## src/rtl/linebuf_ctrl_if.sv

```systemverilog
// linebuf_ctrl_if -- pixel-stream input and line-buffer port bundle for linebuf_ctrl.
// slave: the sequencer side. master: the side that drives the stream and observes the buffer ports.
interface linebuf_ctrl_if #(
    parameter int DataWidth  = 24,
    parameter int XADRSWidth = 11,
    parameter int YADRSWidth = 10
);
    logic                             VS_IN;
    logic                             HS_IN;
    logic                             DE_IN;
    logic [DataWidth-1:0]             D_IN;
    logic [XADRSWidth+YADRSWidth-1:0] WA;
    logic                             WEN;
    logic [DataWidth-1:0]             WD;
    logic [XADRSWidth+YADRSWidth-1:0] RA;
    logic                             REN;
    logic                             VS_OUT;
    logic                             HS_OUT;
    logic                             DE_OUT;
    logic                             WIN_VALID;
    logic [YADRSWidth-1:0]            LINE_CNT;
    logic                             ERR;

    modport slave (
        input  VS_IN, HS_IN, DE_IN, D_IN,
        output WA, WEN, WD, RA, REN, VS_OUT, HS_OUT, DE_OUT, WIN_VALID, LINE_CNT, ERR
    );

    modport master (
        output VS_IN, HS_IN, DE_IN, D_IN,
        input  WA, WEN, WD, RA, REN, VS_OUT, HS_OUT, DE_OUT, WIN_VALID, LINE_CNT, ERR
    );
endinterface

```

## src/rtl/linebuf_ctrl.sv

```systemverilog
// linebuf_ctrl -- write/read sequencer for a 4-line video line buffer.
// Tracks column/line position of the incoming pixel stream, drives the buffer
// write and read ports one cycle after each DE pixel, and delays VS/HS/DE plus a
// 3-row window-valid flag so they line up with the buffer read data.
// Optional frame-format checking is built when LINEBUF_CTRL_ERRCHK_EN is defined.
module linebuf_ctrl #(
    parameter int DataWidth  = 24,
    parameter int XADRSWidth = 11,
    parameter int YADRSWidth = 10,
    parameter int H_ACTIVE   = 1280,
    parameter int V_ACTIVE   = 720,
    parameter int RD_LATENCY = 2
) (
    input  logic          CLK,
    input  logic          RESET,
    linebuf_ctrl_if.slave bus
);
    localparam int DLY_DEPTH = 1 + RD_LATENCY;

    typedef enum logic [1:0] {
        IDLE = 2'd0,
        FILL = 2'd1,
        RUN  = 2'd2
    } state_t;

    state_t                           state_r;
    state_t                           state_n;
    logic                             vs_prev_r;
    logic                             de_prev_r;
    logic [XADRSWidth-1:0]            x_r;
    logic [XADRSWidth-1:0]            x_cur_s;
    logic [XADRSWidth-1:0]            x_n;
    logic [YADRSWidth-1:0]            y_r;
    logic [YADRSWidth-1:0]            y_cur_s;
    logic [YADRSWidth-1:0]            y_n;
    logic                             vs_rise_s;
    logic                             de_fall_s;
    logic                             active_s;
    logic                             pix_err_s;
    logic                             wr_s;
    logic                             win_s;
    logic                             err_r;
    logic                             err_n;
    logic [XADRSWidth+YADRSWidth-1:0] wa_r;
    logic [XADRSWidth+YADRSWidth-1:0] ra_r;
    logic [DataWidth-1:0]             wd_r;
    logic                             wen_r;
    logic                             ren_r;
    logic [3:0]                       dly_r [DLY_DEPTH];

`ifdef LINEBUF_CTRL_ERRCHK_EN
    // One extra bit so a limit equal to 2^width still compares correctly.
    localparam logic [XADRSWidth:0] H_LIM = (XADRSWidth + 1)'(H_ACTIVE);
    localparam logic [YADRSWidth:0] V_LIM = (YADRSWidth + 1)'(V_ACTIVE);
    logic                           de_rise_s;
`endif

    // Edge detection, position counters, write qualification and error flag
    always_comb begin
        vs_rise_s = bus.VS_IN & ~vs_prev_r;
        de_fall_s = ~bus.DE_IN & de_prev_r;
        // VS is handled first: a coincident pixel lands on line 0, column 0.
        active_s  = (state_r != IDLE) | vs_rise_s;
        x_cur_s   = vs_rise_s ? {XADRSWidth{1'b0}} : x_r;
        y_cur_s   = vs_rise_s ? {YADRSWidth{1'b0}} : y_r;

        if (!active_s) begin
            x_n = x_r;
            y_n = y_r;
        end else begin
            if (bus.DE_IN) begin
                x_n = x_cur_s + XADRSWidth'(1);
            end else if (de_fall_s) begin
                x_n = {XADRSWidth{1'b0}};
            end else begin
                x_n = x_cur_s;
            end
            if (de_fall_s && !vs_rise_s && (y_r != {YADRSWidth{1'b1}})) begin
                y_n = y_r + YADRSWidth'(1);
            end else begin
                y_n = y_cur_s;
            end
        end

`ifdef LINEBUF_CTRL_ERRCHK_EN
        de_rise_s = bus.DE_IN & ~de_prev_r;
        pix_err_s = active_s & bus.DE_IN &
                    (({1'b0, x_cur_s} >= H_LIM) | (de_rise_s & ({1'b0, y_cur_s} >= V_LIM)));
        err_n     = (err_r & ~vs_rise_s) | pix_err_s;
`else
        pix_err_s = 1'b0;
        err_n     = 1'b0;
`endif

        wr_s  = active_s & bus.DE_IN & ~pix_err_s;
        win_s = bus.DE_IN & (state_r == RUN) & ~vs_rise_s;
    end

    // Frame sequencing: IDLE until first VS, FILL until three lines stored, then RUN
    always_comb begin
        state_n = state_r;
        case (state_r)
            IDLE: begin
                if (vs_rise_s) begin
                    state_n = FILL;
                end else begin
                    state_n = IDLE;
                end
            end
            FILL: begin
                if (vs_rise_s) begin
                    state_n = FILL;
                end else if (y_n >= YADRSWidth'(3)) begin
                    state_n = RUN;
                end else begin
                    state_n = FILL;
                end
            end
            RUN: begin
                if (vs_rise_s) begin
                    state_n = FILL;
                end else begin
                    state_n = RUN;
                end
            end
            default: state_n = IDLE;
        endcase
    end

    // State register
    always_ff @(posedge CLK) begin
        if (RESET) begin
            state_r <= IDLE;
        end else begin
            state_r <= state_n;
        end
    end

    // Counters, edge history, error flag and registered buffer port outputs
    always_ff @(posedge CLK) begin
        if (RESET) begin
            x_r       <= {XADRSWidth{1'b0}};
            y_r       <= {YADRSWidth{1'b0}};
            vs_prev_r <= 1'b0;
            de_prev_r <= 1'b0;
            err_r     <= 1'b0;
            wen_r     <= 1'b0;
            ren_r     <= 1'b0;
            wa_r      <= {(XADRSWidth + YADRSWidth){1'b0}};
            ra_r      <= {(XADRSWidth + YADRSWidth){1'b0}};
            wd_r      <= {DataWidth{1'b0}};
        end else begin
            x_r       <= x_n;
            y_r       <= y_n;
            vs_prev_r <= bus.VS_IN;
            de_prev_r <= bus.DE_IN;
            err_r     <= err_n;
            wen_r     <= wr_s;
            ren_r     <= wr_s;
            if (wr_s) begin
                wa_r <= {y_cur_s, x_cur_s};
                ra_r <= {{YADRSWidth{1'b0}}, x_cur_s};
                wd_r <= bus.D_IN;
            end
        end
    end

    // Sync/DE/window delay line matching the buffer read latency
    always_ff @(posedge CLK) begin
        if (RESET) begin
            for (int i = 0; i < DLY_DEPTH; i++) begin
                dly_r[i] <= 4'b0000;
            end
        end else begin
            dly_r[0] <= {bus.VS_IN, bus.HS_IN, bus.DE_IN, win_s};
            for (int i = 1; i < DLY_DEPTH; i++) begin
                dly_r[i] <= dly_r[i-1];
            end
        end
    end

    assign bus.WA        = wa_r;
    assign bus.WEN       = wen_r;
    assign bus.WD        = wd_r;
    assign bus.RA        = ra_r;
    assign bus.REN       = ren_r;
    assign bus.VS_OUT    = dly_r[DLY_DEPTH-1][3];
    assign bus.HS_OUT    = dly_r[DLY_DEPTH-1][2];
    assign bus.DE_OUT    = dly_r[DLY_DEPTH-1][1];
    assign bus.WIN_VALID = dly_r[DLY_DEPTH-1][0];
    assign bus.LINE_CNT  = y_r;
    assign bus.ERR       = err_r;
endmodule

```

## src/flat_wrapper.sv

```systemverilog
// flat-port wrapper written by rule: the top's interface ports become plain ports
module linebuf_ctrl_flat 
#(
    parameter int DataWidth  = 24,
    parameter int XADRSWidth = 11,
    parameter int YADRSWidth = 10,
    parameter int H_ACTIVE   = 1280,
    parameter int V_ACTIVE   = 720,
    parameter int RD_LATENCY = 2
)
  (CLK, RESET, bus_VS_IN, bus_HS_IN, bus_DE_IN, bus_D_IN, bus_WA, bus_WEN, bus_WD, bus_RA, bus_REN, bus_VS_OUT, bus_HS_OUT, bus_DE_OUT, bus_WIN_VALID, bus_LINE_CNT, bus_ERR);
  linebuf_ctrl_if #(.DataWidth(DataWidth), .XADRSWidth(XADRSWidth), .YADRSWidth(YADRSWidth)) bus_i ();
  input  logic CLK;
  input  logic RESET;
  input wire logic [$bits(bus_i.VS_IN)-1:0] bus_VS_IN;
  input wire logic [$bits(bus_i.HS_IN)-1:0] bus_HS_IN;
  input wire logic [$bits(bus_i.DE_IN)-1:0] bus_DE_IN;
  input wire logic [$bits(bus_i.D_IN)-1:0] bus_D_IN;
  output wire logic [$bits(bus_i.WA)-1:0] bus_WA;
  output wire logic [$bits(bus_i.WEN)-1:0] bus_WEN;
  output wire logic [$bits(bus_i.WD)-1:0] bus_WD;
  output wire logic [$bits(bus_i.RA)-1:0] bus_RA;
  output wire logic [$bits(bus_i.REN)-1:0] bus_REN;
  output wire logic [$bits(bus_i.VS_OUT)-1:0] bus_VS_OUT;
  output wire logic [$bits(bus_i.HS_OUT)-1:0] bus_HS_OUT;
  output wire logic [$bits(bus_i.DE_OUT)-1:0] bus_DE_OUT;
  output wire logic [$bits(bus_i.WIN_VALID)-1:0] bus_WIN_VALID;
  output wire logic [$bits(bus_i.LINE_CNT)-1:0] bus_LINE_CNT;
  output wire logic [$bits(bus_i.ERR)-1:0] bus_ERR;
  assign bus_i.VS_IN = bus_VS_IN;
  assign bus_i.HS_IN = bus_HS_IN;
  assign bus_i.DE_IN = bus_DE_IN;
  assign bus_i.D_IN = bus_D_IN;
  assign bus_WA = bus_i.WA;
  assign bus_WEN = bus_i.WEN;
  assign bus_WD = bus_i.WD;
  assign bus_RA = bus_i.RA;
  assign bus_REN = bus_i.REN;
  assign bus_VS_OUT = bus_i.VS_OUT;
  assign bus_HS_OUT = bus_i.HS_OUT;
  assign bus_DE_OUT = bus_i.DE_OUT;
  assign bus_WIN_VALID = bus_i.WIN_VALID;
  assign bus_LINE_CNT = bus_i.LINE_CNT;
  assign bus_ERR = bus_i.ERR;
  linebuf_ctrl #(.DataWidth(DataWidth), .XADRSWidth(XADRSWidth), .YADRSWidth(YADRSWidth), .H_ACTIVE(H_ACTIVE), .V_ACTIVE(V_ACTIVE), .RD_LATENCY(RD_LATENCY)) u_core (.CLK(CLK), .RESET(RESET), .bus(bus_i));
endmodule
```

## config.mk

```make
export PLATFORM = sky130hd
export DESIGN_NAME = linebuf_ctrl_flat
export DESIGN_NICKNAME = d
export VERILOG_FILES = /design/src/rtl/linebuf_ctrl_if.sv /design/src/rtl/linebuf_ctrl.sv /design/src/flat_wrapper.sv
export SDC_FILE = /design/constraint.sdc
export NUM_CORES = 1
export LEC_CHECK = 0
export ABC_AREA = 1
export BUFFER_PORTS_ARGS = -buffer_cell sky130_fd_sc_hd__buf_2
export CAP_MARGIN = 20
export CORE_MARGIN = 3
export CORE_UTILIZATION = 57
export CTS_BUF_LIST = sky130_fd_sc_hd__clkbuf_4 sky130_fd_sc_hd__clkbuf_8
export CTS_CLUSTER_DIAMETER = 200
export DETAILED_ROUTE_END_ITERATION = 12
export PLACE_DENSITY = 0.87
export SLEW_MARGIN = 15
export SYNTH_ARGS = -nofsm -noshare
export SYNTH_HDL_FRONTEND = slang
export SYNTH_SLANG_ARGS = --single-unit
```

## constraint.sdc

```tcl
create_clock -name CLK -period 2.8 [get_ports CLK]
set_input_delay 0 -clock CLK [delete_from_list [all_inputs] [get_ports CLK]]
set_output_delay 0 -clock CLK [all_outputs]
set_load 0.02 [all_outputs]
```

* Word level (Yosys, flattened, before mapping)
Memories as Yosys holds them, arrays and structs flattened. Index checks and enable logic that the tools add are counted.
Word-level totals: ROM bits 0, bits of input ports 29, RAM bits 12, output and inout port bits 83, memories kept 1, register bits 82, word-level logic and storage cells 50, bits in latches 0
Operators by class: reductions and logical operators 5, mux-type cells 17, multiply operators 0, order comparisons 1, equality and inequality tests 3, shifts and indexed selects 0, bitwise logic cells 12, add/subtract/negate cells 2, divide/modulo/power cells 0
Memories:
- u_core.dly_r | depth 3, width 4, rd ports 3, clocked after Yosys merged registers in 0, wr ports 3, line linebuf_ctrl.sv:49 | logic [3:0] dly_r [DLY_DEPTH];
Operators by type and width (number):
- two-way mux 11 bit | 3
- two-way mux 10 bit | 3
- two-way mux 4 bit | 3
- adder 11 x 1 -> 11 bit (second input constant) | 1
- adder 10 x 1 -> 10 bit (second input constant) | 1
- greater-or-equal comparator 10 x 2 -> 1 bit (second input constant) | 1
- inequality test 10 bit (second input constant) | 1
- two-way mux 2 bit | 3
- one-hot mux 2 bit (3 select lines) | 1
- bitwise AND 1 bit | 5
- two-way mux 1 bit | 4
- OR 1 bit | 4
- NOT 1 bit | 3
- == test 2 x 1 -> 1 bit (second input constant) | 1
- == test 2 bit (second input constant) | 1
- logical AND 1 bit | 2
- zero test 2 bit | 1
- nonzero test 2 bit | 1
- zero test 1 bit | 1

* Depth between registers and ports, before layout
Gate-level depths: netlist of run 1.
word-level depth 11, depth in mapped cells 15, depth with buffers taken out 14

* Worst setup path after synthesis of run 1
No wires, ideal clock.
path type reg2reg, start point reg u_core.y_r[0], in the netlist u_core.bus.LINE_CNT[0], end point reg u_core.state_r[1], arrival time 1.794 ns, cell stages (with the launch flop) 15, slack 0.874 ns, required time 2.668 ns, buffers on the path 0, clock period less this slack 1.926 ns, setup time 0.132 ns, cell sequence dfxtp_1 ha_1 nand2_2 nor2_4 nand3_4 nand2_4 inv_2 nand2_1 nand3_1 nand2_1 nand2_1 nor2_2 nand3_2 nand2_1 a21oi_2
On the way: word-level cells in the longest chain between the ends 8, elaborated cells between the ends (all ways) 10, those cells by class 1 x add/sub; 1 x order compare; 1 x eq/ne; 6 x mux; 1 x reduce/logical
RTL lines:
- start: declaration | line linebuf_ctrl.sv:33 | logic [YADRSWidth-1:0] y_r;
- start signal: assignment | line linebuf_ctrl.sv:143 | y_r <= {YADRSWidth{1'b0}};
- start signal: assignment | line linebuf_ctrl.sv:154 | y_r <= y_n;
- parallel branches: the longest is 3 deep, another holds adder 10 x 1 -> 10 bit
- two-way mux 10 bit (*) | line linebuf_ctrl.sv:67 | if (!active_s) begin
- greater-or-equal comparator 10 x 2 -> 1 bit (*) | line linebuf_ctrl.sv:113 | end else if (y_n >= YADRSWidth'(3)) begin
- two-way mux 2 bit (*) | line linebuf_ctrl.sv:113
- two-way mux 2 bit (*) | line linebuf_ctrl.sv:111 | if (vs_rise_s) begin
- one-hot mux 2 bit (3 select lines) (*) | line linebuf_ctrl.sv:102 | case (state_r)
- end signal: assignment | line linebuf_ctrl.sv:135 | state_r <= state_n;
- end: declaration | line linebuf_ctrl.sv:26 | state_t state_r;
Mark *: on every way between the ends. A chain may end at the register's enable or synchronous reset.

* Worst setup path in the final report of run 1
Same ends and word-level chain as after synthesis.

==> results.md, run 1 <==
- Outcome: completed
- Hold Crit Endpoint: u_core.x_r[1]
- Critical path's top delay family: simple AND/OR/NAND/NOR gates
- Routed wire length: 9.61 mm
- # clock sinks: 81
- Final Net Count: 649
- Combinational cell fraction of total power: 17.1%
- Min-delay src: bus_DE_IN
- Mapped Area: 3660 um2
- Critical path required time: slightly above 3000 ps
- Fmax: 0.458 GHz
- Setup_tns: 0 ps
- Clock slew at reported path FFs: ~90 ps
- Starting Density: 60.5%
- DR WL/cell: 13.8 um
- Fillers: 447
- Tightest Pin Transition: 678 ps
- # H-tree levels: 3
- Pwr/cell area: 614 nW/um2
- Num ports: ~110
- Detailed Place HPWL: 6.28 mm
- HP Class: in -> reg
- Design Power: 2.81 mW
- Final GP Congestion: 0.898
- Sequential share of power: 45.3%
- Final Hold Fails: 0
- Remaining Overflow, GRT: 0
- Max VDD drop: 391 uV
- Ys Warns: 0
- Post-synthesis sequential area ratio: approximately 44%
- Slew headroom: a little over half
- Worst R2R Setup Slack: 620 ps
- Initial antenna violation count: 0
- Critical path type: reg -> reg
- R2r endpoint: u_core.state_r[1]
- CTS Hold Bufs: 26
- Fin Clk Skew: ~17 ps
- Core ar.: 6060 um2
- Final min period: 2180 ps
- Die width: around 86 um
- Post_cts resized: 0
- CP Cell Sequence: ha_1 -> nand2_2 -> nor2_4 -> nand3_4 -> nand2_4 -> inv_2 -> nand2_1 -> nand3_1 -> nand2_1 -> nand2_1 -> nor2_2 -> nand3_2 -> nand2_1 -> a21oi_2
- CTS tree: built
- Most common cell on crit path: nand2_1
- Crit share post-route: 77.9%
- Via count: 3730
- Synth cell types: 33
- Num CTS Buffers: 9
- Crit path max fanout: 10
- Psw: around 0.81 mW
- Power Internal: 2.01 mW
- DRT iter0 DRCs: 266
- FF-to-FF Start: u_core.bus.LINE_CNT[0]
- Fin. max-slew vios: 0
- Die height: between 80 and 90 um
- Number of vias per cell: 5.34
- Clk_lat worst skew: 350 ps
- First-pass GRT wire length: 15.7 mm
- CP bufs+invs: 1
- Final Setup Violations: 0
- Max incr delay on CP: roughly 500 ps
- Routed Antenna Nets: 0
- Clock power share: 37.6%
- Crit-path slowest cell: dfxtp_1
- Tot GR Track Use: 26.4%
- Leakage power: between 2 and 2.5 nW
- Sw frac: 28.7%
- MaxCap Viol Count: 0
- Number of port buffers: 100
- CP Launch Type: register
- Buffers inserted by post-CTS timing repair: 0
- CP Capture Type: register
- Root Buffer: clkbuf_8
- DRC errors left: 0
- Multi-input gate area: 1640 um2
- Layout cells sized above 1: 23.9%
- Area growth from synthesis to layout: 25.0%
- Yosys reg bits: between 80 and 90
- Cell Rows: 28
- Worst Path Arrival: 2430 ps
- Largest net degree at the start of global routing: 40
- Clock Path Buffers: 2
- DIE AREA: 7430 um2
- WHS Path Cells: 3
- Worst Reg2Reg Path Length in Cells: 14
- Synth Instances: 511
- Syn Area/Cell: 7.17 um2
- Vias in the first global route: 3410
- RSZ-0062 raised after global routing: false
- FF+latch area: 1620 um2
- 1st-pass router iterations: 4
==> worst reg2reg max path, delay by kind of cell, from the launching register on <==
kind            cells  cell delay [ps]
buf+inv             1               70
simple gates       11             1170
flops               1              500
fa+ha+maj           1              290
compound gates      1               50
==> layout make-up <==
type                       count  share of cell area (%)
sequential                    81                    35.4
inverter                      49                    4.01
clock buffer                  10                    3.00
multi-input combinational    347                    35.7
antenna                        1                  0.0546
timing repair buffer         130                    17.3
clock inverter                 6                    2.51
tap                           75                    2.05
==> worst max path at each step <==
stage	start	end	slack, ps	cells past startpoint
finish	u_core.bus.LINE_CNT[0]	u_core.state_r[1]	620	14
global route	u_core.dly_r[0][3]	u_core.bus.WA[8]	450	11
CTS	u_core.bus.LINE_CNT[0]	u_core.state_r[1]	680	14
detailed placement	u_core.bus.LINE_CNT[0]	u_core.state_r[1]	680	14
global placement	u_core.bus.LINE_CNT[0]	u_core.state_r[1]	720	14
floorplan	u_core.bus.LINE_CNT[0]	u_core.state_r[1]	870	14
==> stage by stage <==
| stage | setup slack, ps | hold WS, ps | util [%] | area, um2 | std cells |
|---|---|---|---|---|---|
| final | 617 | 18.1 | 75.6 | 4580 | 699 |
| after global routing | 453 | 33.3 | 75.6 | 4580 | 698 |
| after CTS | 678 | 0.309 | 75.6 | 4580 | 698 |
| after detailed placement | 682 | 212 | 67.1 | 4070 | 656 |
| after global placement | 716 | 210 | 67.1 | 4070 | 656 |
| after floorplan | 874 | 107 | - | 3700 | 521 |
==> power by group through the flow <==
stage / Sequential (mW) / Combinational, mW / Clock [mW]
3_3_place_gp: 1.30 / 0.435 / 0
6_report: 1.28 / 0.480 / 1.06
5_1_grt: 1.28 / 0.528 / 1.12
2_1_floorplan: 1.36 / 0.267 / 0
3_5_place_dp: 1.30 / 0.442 / 0
4_1_cts: 1.27 / 0.472 / 1.07
==> kinds of logic after synthesis <==
logic type,after synthesis,synth area share (%)
and+or+nand+nor,243,29.7
buffers and inverters,93,12.1
AOI/OAI and AO/OA,91,13.1
DFF,81,44.2
adders and majority gates,2,0.683
other,1,0.102
==> sequential cells by signal (all words and copies together) (netlist names) <==
signal               flops
u_core.dly_r            12
u_core.bus.WEN           1
u_core.state_r           2
u_core.bus.WD           24
u_core.x_r              11
u_core.bus.LINE_CNT     10
u_core.bus.WA           21
==> cell usage after synthesis <==
master | count | share of area (%)
dfxtp_1 | 81 | 44
nand4_1 | 4 | 0.68
nor2_8 | 1 | 0.55
buf_4 | 23 | 4.7
o21ai_1 | 1 | 0.14
ha_1 | 2 | 0.68
nor2_2 | 4 | 0.68
nand3_4 | 1 | 0.48
nand3_1 | 35 | 4.8
o22ai_1 | 2 | 0.34
nor2_1 | 106 | 11
nor4_1 | 1 | 0.17
nand2_2 | 5 | 0.85
o21ai_0 | 58 | 7.9
a21oi_1 | 21 | 2.9
buf_2 | 7 | 0.96
buf_1 | 1 | 0.10
nand2_1 | 73 | 7.5
or2_2 | 1 | 0.17
inv_1 | 41 | 4.2
conb_1 | 1 | 0.10
nand3b_1 | 2 | 0.41
a31oi_1 | 1 | 0.17
nand2_4 | 1 | 0.31
nor3_2 | 1 | 0.27
a21oi_2 | 1 | 0.24
clkbuf_1 | 13 | 1.3
inv_2 | 8 | 0.82
nor3_1 | 2 | 0.27
o31ai_1 | 1 | 0.20
nand3_2 | 2 | 0.55
nor2_4 | 4 | 1.2
o211ai_1 | 6 | 1.2
==> cell usage in the layout, fill, tap and decap left out, types with 3 or more instances in the layout <==
cell type        n
bufinv_16        3
a21oi_1         21
buf_4            4
dfxtp_1         81
nand2_2          5
nand4_1          4
dlygate4sd3_1   26
buf_2          100
o211ai_1         6
inv_1           41
inv_2            8
nand2_1         73
nand3_1         35
conb_1          11
nor2_4           4
clkbuf_8        10
o21ai_0         58
nor2_2           4
nor2_1         106
==> per-layer routing <==
layer	share of wire (%)	vias up	GRT usage, %	routed length (um)
li1	-	1834	-	-
met1	41	1694	32.6	3900
met2	49	174	44.7	4710
met3	7.2	28	4.94	690
met4	3.2	0	12.3	312
met5	0	-	0	0
Note: power is estimated with default switching activity, not from simulation.
==> run 2: changes to the inputs <==
--- a/config.mk
+++ b/config.mk
@@ -9,11 +9,11 @@
 export BUFFER_PORTS_ARGS = -buffer_cell sky130_fd_sc_hd__buf_2
 export CAP_MARGIN = 20
 export CORE_MARGIN = 3
-export CORE_UTILIZATION = 57
+export CORE_UTILIZATION = 53
 export CTS_BUF_LIST = sky130_fd_sc_hd__clkbuf_4 sky130_fd_sc_hd__clkbuf_8
 export CTS_CLUSTER_DIAMETER = 200
 export DETAILED_ROUTE_END_ITERATION = 12
-export PLACE_DENSITY = 0.87
+export PLACE_DENSITY = 0.82
 export SLEW_MARGIN = 15
 export SYNTH_ARGS = -nofsm -noshare
 export SYNTH_HDL_FRONTEND = slang
==> constraint.sdc (replaced) <==
create_clock -name CLK -period 2.1 [get_ports CLK]
set_input_delay 0 -clock CLK [delete_from_list [all_inputs] [get_ports CLK]]
set_output_delay 0 -clock CLK [all_outputs]
set_load 0.02 [all_outputs]
==> results.md, run 2 (synthesized netlist as in run 1, its figures left out) <==
- Crit path max fanout: 10 (unchanged)
- DIE AREA: 7950 um2 (+7.0%)
- Pre-CTS setup slack: 82.1 ps (-600 ps)
- HP Class: in -> reg
- First-pass GRT wire length: 15.5 mm (-0.93%)
- Leakage power: 2.30 nW (+1.9%)
- Worst setup margin: 125 ps (-492 ps)
- Clock Path Buffers: 2 (unchanged)
- MaxCap Viol Count: 0 (unchanged)
- Worst R2R Setup Slack: 130 ps (-490 ps)
- Fin. max-slew vios: 0 (unchanged)
- Crit share post-route: 94.0% (+16 points)
- Via count: 3732 (+0.054%)
- WHS Path Cells: 3 (unchanged)
- Final min period: 1970 ps (-208 ps)
- Hold Crit Endpoint: u_core.x_r[1]
- Min Hold Slack: 27.4 ps (+9.35 ps)
- DRT iter0 DRCs: 221 (-17%)
- Detailed Place HPWL: 6.18 mm (-1.5%)
- Worst Reg2Reg Path Length in Cells: 14 (unchanged)
- Tot GR Track Use: 24.6% (-1.8 points)
- Cell Rows: 29 (+3.6%)
- Remaining Overflow, GRT: 0 (unchanged)
- Vias in the first global route: 3440 (+0.88%)
- Critical path type: reg -> reg
- FF-to-FF Start: u_core.bus.LINE_CNT[0]
- Clock slew at reported path FFs: 90 ps (about the same)
- Commonest cells after routing, fill and taps aside: 106 x nor2_1, 100 x buf_2, 79 x dfxtp_1
- Final Setup Violations: 0 (unchanged)
- Num ports: 112 (unchanged)
- R2r endpoint: u_core.state_r[1]
- CP Cell Sequence: ha_2 -> nand2_2 -> nor2_4 -> nand3_4 -> nand2_4 -> inv_2 -> nand2_1 -> nand3_1 -> nand2_1 -> nand2_1 -> nor2_2 -> nand3_2 -> nand2_1 -> a21oi_2
- Pwr/cell area: 808 nW/um2 (+32%)
- Max reg flops: 24 (unchanged)
- Max incr delay on CP: 390 ps (-110 ps)
- Routed Antenna Nets: 0 (unchanged)
- Layout cells sized above 1: 25.8% (+1.9 points)
- Core ar.: 6530 um2 (+7.8%)
- Final GP Congestion: 0.947 (+5.5%)
- # clock sinks: 81 (unchanged)
- Min-delay src: bus_DE_IN
- Number of vias per cell: 5.27 (-1.2%)
- Routed wire length: 9.79 mm (+1.8%)
- CTS tree: built
- 1st-pass router iterations: 5 (+1)
- Number of port buffers: 100 (unchanged)
- Root Buffer: clkbuf_8
- Fin Clk Skew: 9.66 ps (-7.26 ps)
- Outcome: completed
- CP Capture Type: register
- # H-tree levels: 3 (unchanged)
- Starting Density: 56.1% (-4.4 points)
- Critical path required time: 2330 ps (-710 ps)
- Initial antenna violation count: 0 (unchanged)
- Die height: 89.2 um (+3.4%)
- Num CTS Buffers: 9 (unchanged)
- Final Hold Fails: 0 (unchanged)
- Fmax: 0.506 GHz (+11%)
- CP Launch Type: register
- DR WL/cell: 13.8 um (+0.54%)
- Most common cell after layout, fill and taps aside: nor2_1
- DRC errors left: 0 (unchanged)
- Largest net degree at the start of global routing: 54 (+35%)
- Crit-path slowest cell: dfxtp_2
- Area growth from synthesis to layout: 27.2%
- Worst Path Arrival: 2210 ps (-220 ps)
- ANT cells: 0 (-1)
- Clk_lat worst skew: 350 ps (about the same)
- Most common cell on crit path: nand2_1
- Setup_tns: 0 ps (unchanged)
- Final Net Count: 657 (+1.2%)
- Max VDD drop: 487 uV (+25%)
- Die width: 89.2 um (+3.4%)
==> run 2: where the power goes <==
group | internal [mW] | switching (mW) | total (mW)
Combinational | 0.226 | 0.436 | 0.662
Sequential | 1.64 | 0.0662 | 1.70
Clock | 0.800 | 0.604 | 1.40
Total | 2.66 | 1.11 | 3.77
==> run 2: worst max-delay path by stage <==
stage,slack (ps),endpoint,cells past startpoint,from
after floorplan,170,u_core.state_r[1],14,u_core.bus.LINE_CNT[0]
after global placement,210,u_core.state_r[1],14,u_core.bus.LINE_CNT[0]
after detailed placement,80,u_core.state_r[1],14,u_core.bus.LINE_CNT[0]
after CTS,30,u_core.x_r[10],14,u_core.dly_r[0][3]
after global routing,-20,u_core.x_r[10],13,u_core.dly_r[0][3]
final,130,u_core.state_r[1],14,u_core.bus.LINE_CNT[0]
==> run 2: cell type report <==
type,count,area (um2)
fillers,534,1870
multi-input cells,347,1660
flip-flops and latches,81,1620
repair buffers,138,851
inverters,49,184
clock buffers,9,124
clock inverters,7,124
well taps,77,96.3
==> run 2: per-layer routing <==
metal	vias up	wire length (um)	track usage (%)	part of all wire, %
li1	1834	-	-	-
met1	1703	4070	31.8	42
met2	176	4800	40.6	49
met3	19	783	5.81	8.0
met4	0	131	8.25	1.3
met5	-	0	0	0
==> run 2: through the flow <==
step / utilization (%) / total power [mW] / cells / area (um2)
floorplan: - / 2.17 / 521 / 3700
global placement: 63.1 / 2.32 / 665 / 4120
detailed placement: 63.1 / 2.34 / 665 / 4120
CTS: 70.9 / 3.75 / 707 / 4630
global route: 71.4 / 3.92 / 708 / 4660
finish: 71.4 / 3.77 / 708 / 4660
==> run 2: repair_timing <==
item / CTS / global route
hold buffers: 26 / 0
setup endpoints to repair: 0 / 9
hold endpoints to repair: 26 / 0
setup buffers: 0 / 1
gates resized for setup: 0 / 8
==> run 2: critical path, delay by kind of cell, from the launching register on <==
family | cells | cell delay, ps
flops | 1 | 390
compound gates | 1 | 50
fa+ha+maj | 1 | 230
simple gates | 11 | 1120
buf+inv | 1 | 60
